==> src/rtl/cmac_aes128_ctrl.sv <==
// AES-CMAC (RFC 4493) sequencer for one shared AES-128 core.
// Derives K1/K2, chains CBC-MAC over 128-bit blocks and emits the tag.
module cmac_aes128_ctrl #(
  parameter int AES_LAT = 43,
  parameter int CW      = 6
) (
  input  logic         i_clk,
  input  logic         i_rst,
  input  logic         i_start,
  input  logic [127:0] i_key,
  input  logic         i_blk_valid,
  output logic         o_blk_ready,
  input  logic [127:0] i_blk_data,
  input  logic         i_blk_last,
  input  logic [4:0]   i_blk_len,
  output logic [127:0] o_tag,
  output logic         o_tag_valid,
  output logic         o_busy,
  output logic [127:0] o_k1,
  output logic [127:0] o_k2,
  output logic         o_aes_ld,
  output logic [127:0] o_aes_key,
  output logic [127:0] o_aes_text_in,
  input  logic [127:0] i_aes_text_out
);

  typedef enum logic [2:0] {
    S_IDLE, S_SUBKEY, S_DERIVE, S_WAIT_BLK, S_RUN, S_DONE
  } state_t;

  state_t         r_state;
  logic [127:0]   r_y;
  logic [127:0]   r_l;
  logic [CW-1:0]  r_cnt;
  logic           r_last;

  logic [127:0]   w_m;
  logic           w_handshake;
  logic           w_sample;

  // GF(2^128) doubling used for subkey derivation.
  function automatic logic [127:0] dbl(input logic [127:0] v);
    return {v[126:0], 1'b0} ^ (v[127] ? 128'h87 : 128'h0);
  endfunction

  // Keep bytes 0..len-1, put 0x80 at byte len, zero the rest.
  function automatic logic [127:0] pad_block(input logic [127:0] d,
                                             input logic [4:0]   len);
    logic [127:0] p;
    p = '0;
    for (int i = 0; i < 16; i++) begin
      if (i < int'(len))       p[127-8*i -: 8] = d[127-8*i -: 8];
      else if (i == int'(len)) p[127-8*i -: 8] = 8'h80;
    end
    return p;
  endfunction

  assign o_blk_ready = (r_state == S_WAIT_BLK);
  assign o_busy      = (r_state != S_IDLE);
  assign w_handshake = i_blk_valid && o_blk_ready;
  assign w_sample    = (r_cnt == CW'(AES_LAT));

  // NOTE: every always_comb output gets a default first so no latch is inferred.
  always_comb begin
    w_m = i_blk_data;
    if (i_blk_last) begin
      if (i_blk_len >= 5'd16) w_m = i_blk_data ^ o_k1;
      else                    w_m = pad_block(i_blk_data, i_blk_len) ^ o_k2;
    end
  end

  // NOTE: sequential state uses non-blocking assignments only.
  always_ff @(posedge i_clk) begin
    if (i_rst) begin
      r_state       <= S_IDLE;
      r_y           <= '0;
      r_l           <= '0;
      r_cnt         <= '0;
      r_last        <= 1'b0;
      o_tag         <= '0;
      o_tag_valid   <= 1'b0;
      o_k1          <= '0;
      o_k2          <= '0;
      o_aes_ld      <= 1'b0;
      o_aes_key     <= '0;
      o_aes_text_in <= '0;
    end else begin
      o_aes_ld    <= 1'b0;
      o_tag_valid <= 1'b0;
      // Free-running; cleared on every load pulse so it measures from aes_ld.
      r_cnt       <= r_cnt + CW'(1);
      case (r_state)
        S_IDLE: begin
          if (i_start) begin
            o_aes_key     <= i_key;
            r_y           <= '0;
            o_aes_text_in <= '0;
            o_aes_ld      <= 1'b1;
            r_cnt         <= '0;
            r_state       <= S_SUBKEY;
          end
        end
        S_SUBKEY: begin
          if (w_sample) begin
            r_l     <= i_aes_text_out;
            r_state <= S_DERIVE;
          end
        end
        S_DERIVE: begin
          o_k1    <= dbl(r_l);
          o_k2    <= dbl(dbl(r_l));
          r_state <= S_WAIT_BLK;
        end
        S_WAIT_BLK: begin
          if (w_handshake) begin
            o_aes_text_in <= r_y ^ w_m;
            o_aes_ld      <= 1'b1;
            r_last        <= i_blk_last;
            r_cnt         <= '0;
            r_state       <= S_RUN;
          end
        end
        S_RUN: begin
          if (w_sample) begin
            r_y <= i_aes_text_out;
            if (r_last) begin
              o_tag       <= i_aes_text_out;
              o_tag_valid <= 1'b1;
              r_state     <= S_DONE;
            end else begin
              r_state <= S_WAIT_BLK;
            end
          end
        end
        S_DONE:  r_state <= S_IDLE;
        default: r_state <= S_IDLE;
      endcase
    end
  end

endmodule

==> config.mk <==
export PLATFORM = sky130hd
export DESIGN_NAME = cmac_aes128_ctrl
export DESIGN_NICKNAME = d
export VERILOG_FILES = /design/src/rtl/cmac_aes128_ctrl.sv
export SDC_FILE = /design/constraint.sdc
export NUM_CORES = 2
export LEC_CHECK = 0
export ABC_AREA = 1
export CAP_MARGIN = 20
export CELL_PAD_IN_SITES_DETAIL_PLACEMENT = 1
export CELL_PAD_IN_SITES_GLOBAL_PLACEMENT = 2
export CORE_AREA = 2 2 409 411
export DETAILED_ROUTE_END_ITERATION = 8
export DIE_AREA = 0 0 411 413
export MAX_ROUTING_LAYER = met4
export PLACE_DENSITY_LB_ADDON = 0.1
export SYNTH_ARGS = -nofsm -noshare
export SYNTH_HDL_FRONTEND = slang
export SYNTH_SLANG_ARGS = --single-unit
==> constraint.sdc <==
create_clock -name i_clk -period 1.95 [get_ports i_clk]
set_clock_uncertainty 0.05 [all_clocks]
set_input_delay 0.2925 -clock i_clk [delete_from_list [all_inputs] [get_ports i_clk]]
set_output_delay 0.2925 -clock i_clk [all_outputs]
set_load 0.02 [all_outputs]
==> metrics <==
status complete, but fails checks; failing checks setup timing; FFs w/ async S/R, synth 0%; cell area after layout 54,710 µm²; Slowest Stage Delay on Critical Path 0.35 ns; DR pass1 iterations 4; Layout Utilization 32.98%; DP HPWL 143.1 mm; CP bufs+invs 7; reg2reg path depth 12; 1st-iter DRT viols 1,752; hold_sp i_key[42]; slack of the critical path -0.04274 ns; CP max-delay cell dfxtp_2; Synth Flop Type dfxtp_1; Ys Warns 0; Reg area 15,760 µm²; placed cell count 8,067; max-cap violations 0; initial antenna violation count 39; DR DRC count 0; worst min-delay path class input port to flip-flop; hold slack 0.07224 ns; total wire length 199.2 mm; fill count 19,900; CTS Buf Count 104; clk slew on worst S/H paths 0.06 ns; critical path fanouts, max 6; R2R Path End r_y[62]; post-synthesis average cell area 7.080 µm²; fin. max-slew vios 0; CP delay by family, top buffers and inverters; worst vdd ir 0.0006743 V; synth unique cells 35; Total GRT Usage 22.86%; pwr dens 1204 nW/µm²; hold path depth 3; post-synth top area cell dfxtp_1; vias post-DR 38,040; R2R Path Start r_cnt[0]; startpoint types flip-flop; area of the multi-input gates 17,100 µm²; Setup CP Type flip-flop to flip-flop; total number of H-tree levels 3; post-synthesis sequential area ratio 43.99%; Post-Layout Cell Count 8,333; CP Cell Sequence ha_4 > inv_2 > nor2_2 > and3_4 > a21oi_4 > buf_12 > buf_12 > buf_16 > buf_6 > buf_8 > buf_6 > a211oi_2; Tot Pwr 65.86 mW; CORE AREA 165,900 µm²; Synth Register Bits 783; area post-placement 49,600 µm²; Slew HR 46.10%; signal arrival time at the worst endpoint 2.56 ns; WHS Endpoint o_aes_key[42]; number of global-route vias before repair 38,160; top-level I/O count 1,038; Starting Density 21.48%; Routed Antenna Nets 0; first-pass GRT wire length 278.0 mm; Final TNS setup -0.2221 ns; fmax 501.8 MHz; area delta synth->final 53.53%; Hold Vio Cnt, Final 0; later-pin clock latency in the skew report 0.73 ns; Syn Std Cell Area 35,640 µm²; Reg2Reg Setup Slack -0.04 ns; Rows 150; final setup vio count 10; Port Buf Inserts 1,037; syn_nets 5,428; Max Root-Sink Buffers 3; pin count of the biggest net entering global routing 122; total gr overflow 0; Gate Count Post-Synth 5,033; Post-Place Worst Slack -0.5214 ns; routability cong. 0.8019; Tightest Pin Transition 0.8084 ns; layout cells sized above 1 12.75%; Lkg Pwr 23.48 nW; CTS tree done; Final #Nets 6,417; die height 413 µm; Via density 4.565; Root Buffer Master clkbuf_16; nature of the critical path endpoint flip-flop; Synth top area share 43.99%; die width 411 µm; top post-synthesis cells by area dfxtp_1 44%, nand2_1 10%, a21oi_1 9.7%; Wirelength per Cell 23.90 µm; Tmin final 1.993 ns; Tcrit/Tclk final 102.2%; RSZ-0062 raised after global routing yes; Worst EP required 2.52 ns; Total Die Area 169,700 µm²; CTS Sinks 783; Post-synth EDFFs 0
report_power, final:
part           internal [mW]  leakage (nW)  switching, mW
registers               18.4          6.38           2.34
logic                   10.1          15.3           14.8
clock network           12.2          1.76           8.11
total                   40.6          23.5           25.2
worst register-to-register path: stages, from the launching register on:
cell and delay [ns]:
dfxtp_2 0.35, ha_4 0.14, inv_2 0.03, nor2_2 0.06
and3_4 0.23, a21oi_4 0.07, buf_12 0.14, buf_12 0.13
buf_16 0.14, buf_6 0.11, buf_8 0.13, buf_6 0.12
a211oi_2 0.19
cells in the mapped netlist, drive strengths merged (31+ instances only):
library cell,instances
nand3b,37
o21ai,587
nand3,390
inv,403
a21oi,691
clkbuf,236
xnor2,71
nand2,975
a211oi,93
dfxtp,783
buf,224
nor2,421
xor2,31
logic make-up (layout without fill, tap and decap cells):
kind of cell | after synthesis | in the layout | synth area share [%]
DFF | 783 | 783 | 43.99
buffers and inverters | 865 | 1933 | 10.71
other | 0 | 28 | 0
xor gates and xnor gates | 102 | 102 | 2.507
adders and majority gates | 1 | 1 | 0.03511
and+or+nand+nor | 1857 | 1857 | 21.66
AOI/OAI and AO/OA | 1425 | 1425 | 21.10
sequential cells by signal, summed over array words and instances, names as in the netlist, 3 cells and up:
name	count
r_cnt	6
r_l	128
o_aes_text_in	128
o_k1	127
r_state	3
o_aes_key	128
o_k2	4
r_y	128
o_tag	128
repair_timing:
action                     4_1_cts  5_1_grt
hold endpoints to repair        10        0
setup endpoints to repair      860      535
pin swaps                       23       23
buffers inserted                22       11
resized for setup              952      158
gates cloned                    12       15
hold buffers                     1        0
cell usage in the layout, fill, tap and decap left out, types with 7 or more instances in the layout:
cell / instances
or2_2: 28
xor2_1: 31
buf_4: 165
dlygate4sd2_1: 564
buf_12: 90
xnor2_1: 71
buf_6: 16
clkdlybuf4s15_1: 46
nor2_2: 15
dfxtp_2: 61
nand3_1: 386
clkbuf_8: 21
buf_16: 22
dfxtp_1: 721
a211oi_1: 48
clkdlybuf4s50_1: 390
inv_1: 389
clkbuf_16: 122
a21oi_2: 44
nor2_4: 7
o221ai_1: 7
clkbuf_1: 23
o21ai_1: 66
nor2_1: 399
o211ai_1: 25
bufinv_16: 10
inv_2: 7
a21oi_1: 612
o21ai_0: 511
clkdlybuf4s15_2: 28
nand2_1: 969
o21bai_1: 19
a21oi_4: 35
o21ai_2: 10
clkinv_2: 22
diode_2: 28
a211oi_2: 45
nand3b_1: 37
metal layers:
metal	GRT usage [%]	vias to the layer above	share of wire [%]
met5	-	-	0
met4	4.996	0	2.2
met3	4.282	222	4.7
met2	38.73	785	49
met1	28.11	18530	44
li1	-	18500	-
how the worst max path moves through the flow:
stage / startpoint / cells after the start / endpoint
floorplan: r_cnt[0] / 12 / r_l[100]
global placement: i_blk_len[1] / 13 / o_aes_text_in[15]
detailed placement: i_blk_len[1] / 13 / o_aes_text_in[15]
CTS: r_state[1] / 6 / o_busy
global route: r_state[0] / 13 / r_y[62]
finish: r_cnt[0] / 12 / r_y[62]
cell type report:
cell class	count	area share (%)
clock inverter	34	0.8690
multi-input combinational	3385	31.25
tap	2204	5.040
clock buffer	151	5.601
antenna	28	0.1281
timing repair buffer	1343	25.44
sequential	783	28.80
inverter	405	2.877
No activity file was read; power rests on OpenSTA's default activity.
